File: src/rtl/spi_slave_param.sv
// SPI slave front-end for the single-port RAM path: deserialises {cmd, payload} frames and
// serialises RAM read data on MISO. Optional frame_err output enabled by SPI_FRAME_ERR_EN.
module spi_slave_param #(
    parameter int ADDR_W = 8,
    parameter int DATA_W = 8,
    localparam int PAY_W = (ADDR_W > DATA_W) ? ADDR_W : DATA_W,
    localparam int FRAME_W = PAY_W + 2
) (
    input  logic               clk,
    input  logic               rst_n,
    input  logic               SS_n,
    input  logic               MOSI,
    output logic               MISO,
    output logic [FRAME_W-1:0] rx_data,
    output logic               rx_valid,
    input  logic [DATA_W-1:0]  tx_data,
    input  logic               tx_valid
`ifdef SPI_FRAME_ERR_EN
    ,
    output logic               frame_err
`endif
);

    localparam int CNT_W = $clog2(FRAME_W + DATA_W + 1);
    localparam logic [CNT_W-1:0] FRAME_CNT = CNT_W'(FRAME_W);
    localparam logic [CNT_W-1:0] FRAME_LAST = CNT_W'(FRAME_W - 1);
    localparam logic [CNT_W-1:0] SHIFT_LAST = CNT_W'(FRAME_W + DATA_W);

    typedef enum logic [2:0] {
        IDLE      = 3'd0,
        CHK_CMD   = 3'd1,
        WRITE     = 3'd2,
        READ_ADD  = 3'd3,
        READ_DATA = 3'd4
    } state_t;

    state_t             state;
    logic [CNT_W-1:0]   cnt;
    logic [FRAME_W-2:0] rx_shift;
    logic [DATA_W-1:0]  tx_shift;
    logic               rd_addr_seen;
    logic               tx_done;
    logic [FRAME_W-1:0] frame_next;

    assign frame_next = {rx_shift, MOSI};

`ifdef SPI_FRAME_ERR_EN
    // A frame is still open until its last bit, and a read until all data bits are out.
    logic frame_open;
    assign frame_open = (state inside {WRITE, READ_ADD, READ_DATA}) &&
                        ((cnt < FRAME_CNT) || (state == READ_DATA && !tx_done));
`endif

    // cnt: 1..FRAME_W while receiving, FRAME_W waiting for tx_valid,
    // FRAME_W+1..FRAME_W+DATA_W while shifting MISO.
    always_ff @(posedge clk or negedge rst_n) begin
        if (!rst_n) begin
            state        <= IDLE;
            MISO         <= 1'b0;
            rx_valid     <= 1'b0;
            rx_data      <= '0;
            rx_shift     <= '0;
            cnt          <= '0;
            tx_shift     <= '0;
            rd_addr_seen <= 1'b0;
            tx_done      <= 1'b0;
`ifdef SPI_FRAME_ERR_EN
            frame_err    <= 1'b0;
`endif
        end else begin
            rx_valid <= 1'b0;
            MISO     <= 1'b0;
`ifdef SPI_FRAME_ERR_EN
            frame_err <= 1'b0;
`endif
            if (SS_n) begin
`ifdef SPI_FRAME_ERR_EN
                frame_err <= frame_open;
`endif
                state    <= IDLE;
                cnt      <= '0;
                tx_shift <= '0;
                tx_done  <= 1'b0;
            end else begin
                case (state)
                    IDLE: state <= CHK_CMD;
                    CHK_CMD: begin
                        rx_shift <= (FRAME_W-1)'(MOSI);
                        cnt      <= CNT_W'(1);
                        if (!MOSI)             state <= WRITE;
                        else if (rd_addr_seen) state <= READ_DATA;
                        else                   state <= READ_ADD;
                    end
                    WRITE, READ_ADD, READ_DATA: begin
                        if (cnt < FRAME_CNT) begin
                            rx_shift <= frame_next[FRAME_W-2:0];
                            cnt      <= cnt + CNT_W'(1);
                            if (cnt == FRAME_LAST) begin
                                rx_valid <= 1'b1;
                                rx_data  <= frame_next;
                                if (state == READ_ADD)  rd_addr_seen <= 1'b1;
                                if (state == READ_DATA) rd_addr_seen <= 1'b0;
                            end
                        end else if (state == READ_DATA && !tx_done) begin
                            if (cnt == FRAME_CNT) begin
                                if (tx_valid) begin
                                    tx_shift <= tx_data;
                                    cnt      <= cnt + CNT_W'(1);
                                end
                            end else begin
                                MISO     <= tx_shift[DATA_W-1];
                                tx_shift <= tx_shift << 1;
                                if (cnt == SHIFT_LAST) tx_done <= 1'b1;
                                else                   cnt     <= cnt + CNT_W'(1);
                            end
                        end
                    end
                    default: state <= IDLE;
                endcase
            end
        end
    end

endmodule

File: config.mk
export PLATFORM = sky130hd
export DESIGN_NAME = spi_slave_param
export DESIGN_NICKNAME = d
export VERILOG_FILES = /design/src/rtl/spi_slave_param.sv
export SDC_FILE = /design/constraint.sdc
export NUM_CORES = 1
export LEC_CHECK = 0
export CORE_MARGIN = 2
export CORE_UTILIZATION = 30
export DETAILED_ROUTE_END_ITERATION = 10
export HOLD_SLACK_MARGIN = 0.12
export PLACE_DENSITY = 0.56
export SLEW_MARGIN = 20
export SYNTH_ARGS = -nofsm -noshare
export SYNTH_HDL_FRONTEND = slang
export SYNTH_SLANG_ARGS = --single-unit
File: constraint.sdc
create_clock -name clk -period 2.1 [get_ports clk]
set_input_delay 0.42 -clock clk [delete_from_list [all_inputs] [get_ports clk]]
set_output_delay 0.42 -clock clk [all_outputs]
set_load 0.1 [all_outputs]
==> flow_summary.yaml, run 1 <==
finish:
  multi_input_area_um2: 825
  fin_nets: 231
  area_growth_pct: 29.6
  seq_area_um2: 976
  drive_above_1_share: 0.282
  final_util: 0.409
  n_fill_cell: 574
  final_cells: 291
  antenna_cells: 0
yosys:
  syn-num-nets: 188
  syn_inst: 172
  seq_area_frac_synth: 0.516
  syn_avg_cell_area_um2: 11.0
  netlist_area_um2: 1890
  ys_ff_latch: 39
  ys_warn_count: 0
  yosysUniqueCellTypes: 43
  ys.flop_type: "dfrtp_1"
  postSynth.asyncResetShare: 1.00
  synth-edff-count: 0
critical_path:
  cpLargestDelayFamily: "compound AO/OA/AOI/OAI gates"
  cp_data_arrival_time_ns: 2.10
  critPathCaptureType: "register"
  cp_max_fo: 6
  worst-path-buf-inv: 1
  criticalPathCategory: "reg2reg"
  worstPathCellList: "or3b_1, a221oi_4, a2bb2oi_2, buf_4, a221o_1"
  rrSetupSlack_ns: 0.18
  crit_required_ns: 2.28
  cp_slowest_cell: "or3b_1"
  cp-start-kind: "register"
  cp_slowest_stage_delay_ns: 0.51
timing:
  drv_slew: 0
  tightestPinTransition_ns: 0.415
  fmax_mhz: 522
  setup_violations: 0
  maxSlewHeadroom: 0.716
  clock_skew_ns: 0.0129
  final.period_utilization: 0.913
  setup_tns_ns: 0
  rsz0062_at_grt: "no"
  finalCriticalPeriod_ns: 1.92
  worst_hold_slack_ns: 0.509
  final_hold_viol_count: 0
grt:
  grt_usage: 0.116
  grt_max_degree: 40
  grt_pass1_vias: 1431
  overflow: 0
  antenna_found_initial: 0
  grt_pass1_wl_um: 6530
place:
  dp_hpwl_um: 2830
  gp_congestion: 0.838
  dp.cells: 282
  portBuffers: 24
drt:
  drc: 0
  num_vias: 1441
  wl_met3_um: 182
  wirelength_um: 3860
  top_layer: "met4"
  ant_nets: 0
  met2_length_um: 1790
  wl_met1_um: 1840
  avgRoutedWirePerCell_um: 13.3
  firstDrtPassIters: 4
  drt_iter0_markers: 77
  viasPerCell: 4.95
floorplanning:
  ioPinCount: 25
  fp-row-count: 28
  die_y_um: 83.4
  initial_core_util: 0.316
  die_x_um: 83.4
  core_um2: 5990
  dieArea_um2: 6950
pwr:
  pwr-share-seq: 0.487
  swShare: 0.248
  leakagePower_nw: 1.15
  peakVddDrop_mv: 0.315
  clockPowerShare: 0.368
  p_int_mw: 1.27
  combPwrFrac: 0.145
  p_total_mw: 1.69
  power_switching_uw: 418
  powerDensity_nw_per_um2: 689
clock_tree:
  clkLatencyLatePin_ns: 0.29
  h-tree-depth: 2
  cts_tree: "built"
  cts_made_buffers: 5
  clockBufferDepth: 2
  clock_sinks: 39
  post_cts_buffers: 0
  root_buffer: "clkbuf_8"
  clkTransAtPathRegs_ns: 0.08
  cts_resized: 0
hold_path:
  hp-class: "reg2reg"
run:
  maxCapViolCount: 0
outcome:
  status: "finished clean"
[power groups by stage]
stage | registers (mW) | logic (mW) | clock network (mW)
2_1_floorplan | 0.836 | 0.130 | 0
3_3_place_gp | 0.837 | 0.247 | 0
3_5_place_dp | 0.839 | 0.246 | 0
4_1_cts | 0.824 | 0.248 | 0.648
5_1_grt | 0.831 | 0.275 | 0.679
6_report | 0.823 | 0.245 | 0.621
[worst register-to-register path, stage by stage, from the launching register on]
cell       delay (ns)
dfrtp_1          0.39
or3b_1           0.51
a221oi_4         0.35
a2bb2oi_2        0.13
buf_4            0.16
a221o_1          0.28
[metal layers]
metal  global-route usage  vias to the layer above
met4               0.0402                        0
met3               0.0328                        7
met5                    0                        -
met1                0.142                      685
li1                     -                      715
met2                0.196                       34
[final timing paths]
check | start | to | cells after the start
setup / recovery | state[0] | cnt[2] | 5
hold / removal | rx_data[4] | rx_data[4] | 1
setup reg to reg | state[0] | cnt[2] | 5
hold reg to reg | rx_data[4] | rx_data[4] | 1
max in group asynchronous | rst_n | tx_shift[5] | 3
min in group asynchronous | rst_n | rx_data[9] | 3
[final cells by class]
cell class | instances | share of cell area
inverters | 9 | 0.0138
flip-flops and latches | 39 | 0.398
repair buffers | 46 | 0.167
multi-input cells | 114 | 0.336
clock buffers | 5 | 0.0281
clock inverters | 3 | 0.0179
well taps | 75 | 0.0383
[cells by family (layout without fill, tap and decap cells)]
| group | after synthesis | in the layout | synth area share |
|---|---|---|---|
| buffers and inverters | 19 | 63 | 0.0477 |
| AND/OR/NAND/NOR | 57 | 57 | 0.154 |
| flip-flops | 39 | 39 | 0.516 |
| multiplexers | 13 | 13 | 0.0774 |
| AO/OA/AOI/OAI | 41 | 41 | 0.185 |
| adder cells (fa/ha/maj) | 3 | 3 | 0.0199 |
[cell usage after synthesis (2+ instances only)]
master / count / share of area
a22o_1: 8 / 0.037
nor2_1: 12 / 0.024
and4_1: 2 / 0.0093
o21ai_0: 5 / 0.013
o221ai_1: 2 / 0.0093
and3_1: 2 / 0.0066
ha_1: 3 / 0.020
or3_1: 3 / 0.0099
clkbuf_1: 2 / 0.0040
nand2_1: 18 / 0.036
buf_2: 6 / 0.016
nor3_1: 2 / 0.0053
nand3_1: 6 / 0.016
mux2_2: 13 / 0.077
nand2b_1: 4 / 0.013
dfrtp_1: 39 / 0.52
a311oi_1: 7 / 0.032
a21o_1: 2 / 0.0079
a21oi_1: 4 / 0.011
inv_1: 9 / 0.018
[cells in the final DEF (no fill, tap or decap), drive strengths merged, types with 6 or more instances in the layout]
cell / count
mux2: 13
inv: 9
nand3: 6
a21oi: 6
a22o: 8
dfrtp: 39
a311oi: 7
nand2: 18
nor2: 13
buf: 34
clkdlybuf4s50: 11
[registers in the layout, indices dropped and copies added, names as in the netlist]
name          flops
state             3
rd_addr_seen      1
cnt               5
tx_shift          8
rx_shift          9
tx_done           1
MISO              1
rx_data          10
rx_valid          1
[timing repair]
item                                   4_1_cts  5_1_grt
endpoints found under the hold margin       39        0
hold buffers                                 1        0
setup endpoints to repair                    0        0
[per-stage QoR]
step | area (um2) | worst slack [ns]
global placement | 2330 | 0.104
finish | 2450 | 0.183
floorplan | 1890 | 0.257
CTS | 2450 | 0.162
global route | 2450 | 0.0301
detailed placement | 2330 | 0.0860
No activity file was read; power rests on OpenSTA's default activity.
==> run 2: changes to the inputs <==
- CTS_CLUSTER_DIAMETER: unset -> 30
- GPL_ROUTABILITY_DRIVEN: unset -> 0
==> results of run 2 <==
Final layout, timing and power as in run 1 (identical DEF).
==> run 3: changes to the inputs <==
- CORE_ASPECT_RATIO: unset -> 1.4
- PLACE_DENSITY: 0.56 -> unset
==> run 3 against run 2 <==
Net effect:
- clock-buffer cell count rose by 1
- highest routed layer unchanged
- cell area is 3.2% lower
- final cell count fell by 4.1%
- power rose by 5.2%
- critical path type unchanged
- sequential share of layout area rose by 1.3 points
- sequential power barely moved
- largest cell class unchanged
- largest power group unchanged
- die area is 0.13% higher
- non-clock buffer count decreased by 9
- maximum frequency fell by 3.3%
- sequential cell count unchanged
- clock power grew 17%
==> flow_summary.yaml, run 3 (synthesis results as in run 1) <==
grt:
  grt_max_degree: 40
  grt_usage: 0.120
  antenna_found_initial: 0
  grt_pass1_wl_um: 6730
  overflow: 0
  grt_pass1_vias: 1439
place:
  postPlaceCellArea_um2: 2240
  dp_slack_ns: 0.112
  dp_hpwl_um: 2830
  dp.cells: 271
  portBuffers: 24
finish:
  final_util: 0.385
  antenna_cells: 0
  final_common_cell: "dfrtp_1"
  final_cells: 279
  top_register: "rx_data"
  layout_common_cells: "dfrtp_1, buf_4, nand2_1"
  drive_above_1_share: 0.251
  final_area_um2: 2370
  fin_nets: 222
  area_growth_pct: 25.5
  largest_register_ffs: 10
  reg_top3: "rx_data (10), rx_shift (9), tx_shift (8)"
pwr:
  powerDensity_nw_per_um2: 749
  leakagePower_nw: 1.10
  peakVddDrop_mv: 0.256
  p_total_mw: 1.78
timing:
  setup_violations: 0
  rsz0062_at_grt: "no"
  fin_ws_ns: 0.118
  maxSlewHeadroom: 0.677
  finalCriticalPeriod_ns: 1.98
  final.period_utilization: 0.944
  fmax_mhz: 505
  setup_tns_ns: 0
  tightestPinTransition_ns: 0.484
  final_hold_viol_count: 0
  clock_skew_ns: 0.00761
  drv_slew: 0
  worst_hold_slack_ns: 0.167
critical_path:
  critPathCaptureType: "register"
  criticalPathCategory: "reg2reg"
  cp-start-kind: "register"
  crit_path_start: "state[0]"
  cp_data_arrival_time_ns: 2.16
  cp_max_fo: 7
  reg2reg_from: "state[0]"
  rrSetupSlack_ns: 0.12
  crit_required_ns: 2.27
floorplanning:
  initial_core_util: 0.306
  fp-row-count: 34
  dieArea_um2: 6960
  core_um2: 6170
  die_y_um: 97.9
  die_x_um: 71.1
  ioPinCount: 25
drt:
  num_vias: 1431
  drc: 0
  firstDrtPassIters: 4
  wl_met3_um: 194
  avgRoutedWirePerCell_um: 14.1
  met2_length_um: 1920
  top_layer: "met4"
  ant_nets: 0
  wl_met1_um: 1720
  drt_iter0_markers: 65
  viasPerCell: 5.13
  wirelength_um: 3920
clock_tree:
  post_cts_buffers: 0
  clkTransAtPathRegs_ns: 0.08
  root_buffer: "clkbuf_8"
  ctsHoldBuffers: 0
  cts_tree: "built"
  clock_sinks: 39
  cts_resized: 0
  h-tree-depth: 2
  cts_made_buffers: 5
  clockBufferDepth: 2
  clkLatencyLatePin_ns: 0.29
hold_path:
  hp-class: "in2async"
outcome:
  status: "finished clean"
run:
  maxCapViolCount: 0
==> run 3: changes by cell type in the layout (fill, tap and decap cells not counted) <==
| cell | delta |
|---|---|
| clkinv_2 | -1 |
| buf_4 | -6 |
| dlygate4sd3_1 | -1 |
| buf_12 | -2 |
| clkinv_4 | -1 |
| bufinv_16 | +1 |
| clkbuf_1 | +1 |
==> run 3: final timing paths <==
path,end,depth (start not counted)
min in group clk,rx_shift[8],1
hold / removal,rx_data[7],2
max in group asynchronous,cnt[1],2
hold reg to reg,rx_shift[8],1
setup / recovery,cnt[0],4
setup reg to reg,cnt[0],4
==> run 3: where the power goes <==
group / internal (mW) / switching (mW) / leakage, nW / total (mW)
sequential: 0.792 / 0.0316 / 0.532 / 0.824
combinational: 0.105 / 0.123 / 0.501 / 0.228
clock: 0.475 / 0.251 / 0.0654 / 0.726
==> run 3: critical path: stages, from the launching register on <==
cell and delay, ns:
dfrtp_1 0.40, or3b_1 0.54, o21ai_0 0.27, a2bb2oi_2 0.29
mux2_2 0.37
==> run 3: area by class of cell <==
cell class                      instances  area, um2
Sequential cell                        39        976
Tap cell                               72       90.1
Timing Repair Buffer                   37        315
Multi-Input combinational cell        114        825
Clock buffer                            6       72.6
Clock inverter                          2       60.1
Inverter                                9       33.8
Fill cell                             598       3800
==> run 3: metal layers <==
metal,global-route usage,up-vias
met5,0,-
met4,0.0493,0
met3,0.0330,8
met2,0.201,40
met1,0.146,689
li1,-,694
